File: config.mk
export PLATFORM = sky130hd
export DESIGN_NAME = nibble_serial_addsub
export DESIGN_NICKNAME = d
export VERILOG_FILES = /design/src/rtl/nibble_serial_addsub_pkg.sv /design/src/rtl/nibble_serial_addsub_slice4.sv /design/src/rtl/nibble_serial_addsub.sv
export SDC_FILE = /design/constraint.sdc
export NUM_CORES = 1
export LEC_CHECK = 0
export ABC_AREA = 1
export BUFFER_PORTS_ARGS = -buffer_cell sky130_fd_sc_hd__buf_2
export CAP_MARGIN = 20
export CORE_MARGIN = 2
export CORE_UTILIZATION = 40
export CTS_BUF_LIST = sky130_fd_sc_hd__clkbuf_8
export CTS_CLUSTER_DIAMETER = 100
export DETAILED_ROUTE_END_ITERATION = 12
export HOLD_SLACK_MARGIN = 0.02
export RECOVER_POWER = 100
export SYNTH_ARGS = -nofsm -noshare
export SYNTH_HDL_FRONTEND = slang
export SYNTH_HIERARCHICAL = 1
export SYNTH_SLANG_ARGS = --single-unit
File: constraint.sdc
create_clock -name clk -period 3.5 [get_ports clk]
set_input_delay 1.05 -clock clk [delete_from_list [all_inputs] [get_ports clk]]
set_output_delay 1.05 -clock clk [all_outputs]
set_load 0.1 [all_outputs]
File: src/rtl/nibble_serial_addsub_pkg.sv
// Shared definitions for the nibble-serial adder/subtractor.
// Holds the FSM state encoding, the slice width and the saturation helper
// used when the ADDSUB_SAT_EN build macro is defined.
package addsub_pkg;

    localparam int NIBBLE_W = 4;

    typedef enum logic [1:0] {
        IDLE = 2'd0,
        EXEC = 2'd1,
        DONE = 2'd2
    } state_t;

    // Saturated two's-complement extreme for a w-bit word (w <= 32).
    // sign=0 gives the largest positive value, sign=1 the most negative.
    function automatic logic [31:0] sat_value(input logic sign, input int unsigned w);
        logic [31:0] msb;
        msb = 32'd1 << (w - 1);
        return sign ? msb : (msb - 32'd1);
    endfunction

endpackage

File: src/rtl/nibble_serial_addsub_slice4.sv
// Combinational 4-bit add/subtract slice.
// When s=1 the b operand is inverted here, so the caller supplies the raw
// operand nibble and a carry-in that already folds in the +1 of negation.
module addsub_slice4 (
    input  logic [3:0] a,
    input  logic [3:0] b,
    input  logic       s,
    input  logic       ci,
    output logic [3:0] sum,
    output logic       co
);

    logic [3:0] w_b_eff;
    logic [4:0] w_total;

    assign w_b_eff = b ^ {4{s}};
    assign w_total = {1'b0, a} + {1'b0, w_b_eff} + {4'b0000, ci};
    assign sum     = w_total[3:0];
    assign co      = w_total[4];

endmodule

File: src/rtl/nibble_serial_addsub.sv
// Nibble-serial wide adder/subtractor sequencer.
// One operand pair per transaction is walked LSB-first through a single
// 4-bit slice, one nibble per clock, with the inter-nibble carry in a flop.
// Result, carry and signed overflow are presented on a valid/ready output.
// Build macro ADDSUB_SAT_EN: when defined, an overflowing result is replaced
// by the saturated extreme; cout and ovf still describe the raw operation.
module nibble_serial_addsub
    import addsub_pkg::*;
#(
    parameter int NIBBLES = 4
) (
    input  logic                    clk,
    input  logic                    rst,
    input  logic                    in_valid,
    output logic                    in_ready,
    input  logic [4*NIBBLES-1:0]    op_a,
    input  logic [4*NIBBLES-1:0]    op_b,
    input  logic                    sub,
    input  logic                    cin,
    output logic                    out_valid,
    input  logic                    out_ready,
    output logic [4*NIBBLES-1:0]    result,
    output logic                    cout,
    output logic                    ovf
);

    localparam int W     = NIBBLE_W * NIBBLES;
    localparam int IDX_W = (NIBBLES > 1) ? $clog2(NIBBLES) : 1;
    localparam logic [IDX_W-1:0] LAST_IDX = IDX_W'(NIBBLES - 1);

    state_t           r_state;
    state_t           w_next_state;
    logic [IDX_W-1:0] r_idx;
    logic             r_carry;
    logic [W-1:0]     r_op_a;
    logic [W-1:0]     r_op_b;
    logic             r_sub;
    logic [W-1:0]     r_result;
    logic             r_cout;
    logic             r_ovf;

    logic             w_accept;
    logic             w_last;
    logic [3:0]       w_a_nib;
    logic [3:0]       w_b_nib;
    logic [3:0]       w_sum_nib;
    logic             w_co;
    logic             w_ovf;

    assign w_accept = in_valid && in_ready;
    assign w_last   = (r_idx == LAST_IDX);
    assign w_a_nib  = r_op_a[NIBBLE_W*r_idx +: NIBBLE_W];
    assign w_b_nib  = r_op_b[NIBBLE_W*r_idx +: NIBBLE_W];

    // Overflow: operands (after the subtract inversion) agree in sign but the
    // raw MSB differs; only meaningful on the last nibble.
    assign w_ovf = (r_op_a[W-1] == (r_op_b[W-1] ^ r_sub)) &&
                   (w_sum_nib[3] != r_op_a[W-1]);

    addsub_slice4 u_slice (
        .a   (w_a_nib),
        .b   (w_b_nib),
        .s   (r_sub),
        .ci  (r_carry),
        .sum (w_sum_nib),
        .co  (w_co)
    );

`ifdef ADDSUB_SAT_EN
    logic [W-1:0] w_sat_val;
    assign w_sat_val = W'(sat_value(r_op_a[W-1], W));
`endif

    // State register.
    always_ff @(posedge clk or posedge rst) begin
        if (rst) begin
            r_state <= IDLE;
        end else begin
            r_state <= w_next_state;
        end
    end

    // Next-state logic: accept, walk all nibbles, hold until consumed.
    always_comb begin
        w_next_state = r_state;
        case (r_state)
            IDLE:    if (w_accept) w_next_state = EXEC;
            EXEC:    if (w_last) w_next_state = DONE;
            DONE:    if (out_ready) w_next_state = IDLE;
            default: w_next_state = IDLE;
        endcase
    end

    // Handshake outputs decoded from state; not ready while reset is held.
    always_comb begin
        in_ready  = (r_state == IDLE) && !rst;
        out_valid = (r_state == DONE);
    end

    // Operand capture; contents only matter once a transaction is accepted.
    always_ff @(posedge clk) begin
        if (w_accept) begin
            r_op_a <= op_a;
            r_op_b <= op_b;
            r_sub  <= sub;
        end
    end

    // Nibble index and inter-nibble carry; for subtract the carry-in is
    // inverted so that A + ~B + ~cin equals A - B - cin.
    always_ff @(posedge clk or posedge rst) begin
        if (rst) begin
            r_idx   <= '0;
            r_carry <= 1'b0;
        end else if (r_state == IDLE) begin
            if (w_accept) begin
                r_idx   <= '0;
                r_carry <= cin ^ sub;
            end
        end else if (r_state == EXEC) begin
            r_carry <= w_co;
            r_idx   <= w_last ? '0 : r_idx + 1'b1;
        end
    end

    // Result assembly nibble by nibble, flags captured on the last nibble.
    always_ff @(posedge clk or posedge rst) begin
        if (rst) begin
            r_result <= '0;
            r_cout   <= 1'b0;
            r_ovf    <= 1'b0;
        end else if (r_state == EXEC) begin
            r_result[NIBBLE_W*r_idx +: NIBBLE_W] <= w_sum_nib;
            if (w_last) begin
                r_cout <= w_co;
                r_ovf  <= w_ovf;
`ifdef ADDSUB_SAT_EN
                if (w_ovf) begin
                    r_result <= w_sat_val;
                end
`endif
            end
        end
    end

    assign result = r_result;
    assign cout   = r_cout;
    assign ovf    = r_ovf;

endmodule
**Yosys cells after proc, flatten, opt, wreduce, memory -nomap -nowiden**

Index checks and enable logic that the tools add are counted.

- Logic and storage cells: 49
- Input bits: 38
- Output and inout bits: 20
- Bits in registers: 56

- Shifts and indexed selects: 4
- Reductions and logical operators: 9
- Equality and inequality tests: 8
- Add/sub/neg operators: 4
- Mux-type cells: 12
- Bitwise logic cells: 3

Operators with widths:

| kind | number |
|---|---|
| $neg 4->34 | 1 |
| $shift 4x34->16 const A | 1 |
| $shiftx 4x34->16 | 1 |
| $shiftx 16x5->4 | 2 |
| $bwmux 16 | 1 |
| $mux 2 | 7 |
| $pmux 2 s3 | 1 |
| $add 4x4->5 | 1 |
| $add 5x1->5 | 1 |
| $eq 2x2->1 const B | 2 |
| $ne 2x2->1 const B | 2 |
| $reduce_and 2->1 | 2 |
| $xor 4x4->4 | 1 |
| $logic_and 1x1->1 | 3 |
| $mux 1 | 3 |
| $reduce_and 3->1 | 1 |
| $add 2x1->2 const B | 1 |
| $eq 2x1->1 const B | 1 |
| $logic_not 2->1 | 1 |
| $ne 2x1->1 const B | 1 |
| $reduce_bool 2->1 | 1 |
| $xor 1x1->1 | 2 |
| $eq 1x1->1 | 1 |
| $logic_not 1->1 | 1 |
| $ne 1x1->1 | 1 |

**Longest topological paths before layout**

- Word-level depth: 6
- Gate-level depth with buffers: 17
- Mapped depth without buffers: 15

**By module**

Netlist, hierarchy kept.

By module, submodules not included:

| module | area an instance (um^2) | instances | cells an instance | seq. area each (um^2) |
|---|---|---|---|---|
| nibble_serial_addsub | 2,431.1 | 1 | 235 | 1,566.5 |
| addsub_slice4 | 178.9 | 1 | 23 | 0.0 |

**Worst setup path after synthesis**

OpenSTA, ideal clock, no wires.

- Kind: input to output
- Start: input rst
- End: output in_ready
- Setup slack: 147 ps
- Path buffers: 0
- Required time: 2,450 ps
- Cell stages on the path: 1
- Data arrival time: 2,303 ps
- Cell sequence: nor2_1

- Longest elaborated chain between the ends: 2

RTL lines:

| element | line | text |
|---|---|---|
| start: declaration | nibble_serial_addsub.sv:13 | `input logic rst,` |
| $logic_not 1->1 (no source line) | -- |  |
| $logic_and 1x1->1 | nibble_serial_addsub.sv:96 | `in_ready = (r_state == IDLE) && !rst;` |
| end: declaration | nibble_serial_addsub.sv:15 | `output logic in_ready,` |

Every way passes these cells.

**Final worst setup path**

- Start: register r_state[1]
- End: output out_valid

- Longest elaborated chain between the ends: 1

RTL lines:

| element | line | text |
|---|---|---|
| start: declaration | nibble_serial_addsub.sv:31 | `state_t r_state;` |
| start signal: assignment | nibble_serial_addsub.sv:79 | `r_state <= w_next_state;` |
| $eq 2x2->1 | nibble_serial_addsub.sv:97 | `out_valid = (r_state == DONE);` |
| end: declaration | nibble_serial_addsub.sv:20 | `output logic out_valid,` |

Every way passes these cells.

==> qor.yml <==
die:
  io_pins: 58
  die_w_um: 84.8
  initial_core_util: 0.413
  die_area_mm2: 0.00719
  fp-row-count: 29
  die_y_um: 84.8
  coreArea_mm2: 0.00631
job:
  drv_cap: 1
worst_setup_path:
  crit_path_start_kind: "flop"
  endpoint_kind: "primary output"
  critical_path_class: "flop to primary output"
  cp_cell_sequence: "inv_2 -> nor2_1 -> clkbuf_1"
  r2r_setup_slack_ns: 0.79
  crit_buf_inv: 2
  rr_endpoint: "r_op_a[5]"
  cp_max_fo: 4
  worst_ep_required_time_ns: 2.45
  worstPathArrival_ns: 1.84
  r2r-start: "r_state[1]"
  cp_slowest_stage_delay_ns: 0.86
  reg2regPathDepth: 4
  critPathSlowestCell: "clkbuf_1"
  cpLargestDelayFamily: "buffers and inverters"
global_route:
  antenna_found_initial: 0
  grt_first_pass_wirelength_mm: 8.25
  grt_pass1_vias: 1835
  grt_max_degree: 34
  track_usage: 0.144
  grt.overflow.total: 0
clocking:
  clockBufferDepth: 2
  cts_tree: "done"
  cts-root-buf: "clkbuf_8"
  post_cts_buffers: 0
  clock_sinks: 56
  numCtsBuffers: 5
  clk_pin_slew_ns: 0.10
  hold_buffers: 0
  post_cts_resize_count: 0
  insertion_delay_ns: 0.31
  cts_max_level: 2
cells_and_area:
  fin_util: 0.487
  area_growth_pct: 17.8
  layout_commonest_cell: "nand2_1"
  nets: 371
  drive_gt1_frac: 0.170
  antenna-diode-count: 0
  final_cell_mix: "72 x nand2_1, 35 x buf_2, 33 x edfxtp_1"
logic_synthesis:
  syn_nets: 307
  synth_cell_types: 24
  syn_area_mm2: 0.00261
  syn_area_per_cell_um2: 10.1
  synth_seq_cells: 56
  ys_warn_count: 6
  synthCells: 258
  ys_seq_area_frac: 0.600
placed_design:
  hpwl_mm: 3.52
  port_buffers: 57
  place_congestion: 0.770
sta:
  tightest_slew_ns: 1.69
  rsz0062_at_grt: "false"
  finClkSkew_ns: 0.00540
  hold_viol_final: 0
  setup-violations-final: 0
  holdWs_ns: 0.486
  fmax_mhz: 346
  slew_headroom: -0.126
  drv_slew: 34
  min_period_ns: 2.89
  period_share: 0.825
  tns_ns: 0
detailed_routing:
  num_vias: 1867
  ant_nets: 0
  drt-total-wl_mm: 4.73
  wire_per_inst_um: 11.8
  initialDrtViolationCount: 75
  drtPass1Iterations: 4
  drc: 0
  via_per_inst: 4.67
outcome:
  status: "finished, violations left"
  violations: "capacitance limit, slew limit"
worst_hold_path:
  min_to: "ovf"
  holdCritStartpoint: "ovf"
  holdPathStages: 2
  hold_class: "flop to flop"
power:
  vdd_drop_max_uv: 496
  power_leakage_nw: 1.46
  power_density_mw_per_mm2: 971
-- cells in the mapped netlist --
library cell | instances | area share
a21oi_1 | 2 | 0.0038
buf_2 | 3 | 0.0058
clkbuf_1 | 2 | 0.0029
dfrtp_1 | 23 | 0.22
edfxtp_1 | 33 | 0.38
fa_1 | 2 | 0.015
ha_1 | 9 | 0.043
inv_1 | 25 | 0.036
inv_2 | 2 | 0.0029
nand2_1 | 72 | 0.10
nand2_2 | 1 | 0.0024
nand2_4 | 3 | 0.013
nand3_1 | 14 | 0.027
nand3_2 | 1 | 0.0038
nor2_1 | 25 | 0.036
nor2_4 | 3 | 0.013
nor2_8 | 1 | 0.0077
nor3_1 | 1 | 0.0019
o21ai_0 | 21 | 0.040
o21bai_1 | 1 | 0.0029
o22ai_1 | 8 | 0.019
o31ai_1 | 1 | 0.0029
xnor2_1 | 1 | 0.0034
xor2_1 | 4 | 0.013
-- worst min-delay path: stages (launching register included) --
cell	delay, ns
dfrtp_1	0.35
nand2_1	0.06
nand2_1	0.05
-- cell families after synthesis --
| group | count (synthesis) | synth area share |
|---|---|---|
| flops | 56 | 0.600 |
| simple gates | 121 | 0.208 |
| buf+inv | 32 | 0.0475 |
| xor+xnor | 5 | 0.0168 |
| compound gates | 33 | 0.0690 |
| fa+ha+maj | 11 | 0.0585 |
-- metrics by stage --
stage / instance area, um^2 / total power [W] / std cells / setup slack, ns
global placement: 3010 / 0.00259 / 392 / 0.788
global route: 3070 / 0.00325 / 400 / 0.458
detailed placement: 3010 / 0.00262 / 392 / 0.790
finish: 3070 / 0.00299 / 400 / 0.612
floorplan: 2610 / 0.00227 / 258 / 0.147
CTS: 3120 / 0.00305 / 400 / 0.732
-- state kept, by name, indices dropped and copies added, names as in the netlist --
signal,flops
r_sub,1
result,16
r_op_b,16
r_state,2
r_carry,1
ovf,1
r_op_a,16
cout,1
r_idx,2
-- area by class of cell --
cell class,count,area (um^2)
well taps,77,96.3
repair buffers,62,284
flip-flops and latches,56,1570
fillers,641,3240
clock buffers,5,68.8
clock inverters,3,42.5
inverters,27,101
multi-input cells,170,915
-- power by group --
group          internal, W  switching [W]  total [W]
clock             0.000212       0.000209   0.000421
combinational     0.000405        0.00125    0.00166
sequential        0.000842      0.0000649   0.000907
total              0.00146        0.00153    0.00299
-- worst max path at each step --
stage / start / end / slack, ns / cells after the start
finish: r_state[1] / out_valid / 0.61 / 3
global route: r_idx[0] / result[7] / 0.46 / 12
CTS: r_state[1] / in_ready / 0.73 / 4
detailed placement: rst / in_ready / 0.79 / 3
global placement: rst / in_ready / 0.79 / 3
floorplan: rst / in_ready / 0.15 / 1
-- routing by layer --
layer | vias up | part of all wire | track usage
met1 | 847 | 0.44 | 0.176
met4 | 0 | 0.012 | 0.0390
met2 | 44 | 0.50 | 0.254
met5 | - | 0 | 0
li1 | 970 | - | -
met3 | 6 | 0.053 | 0.0374
Power figures use the tool's default switching activity.
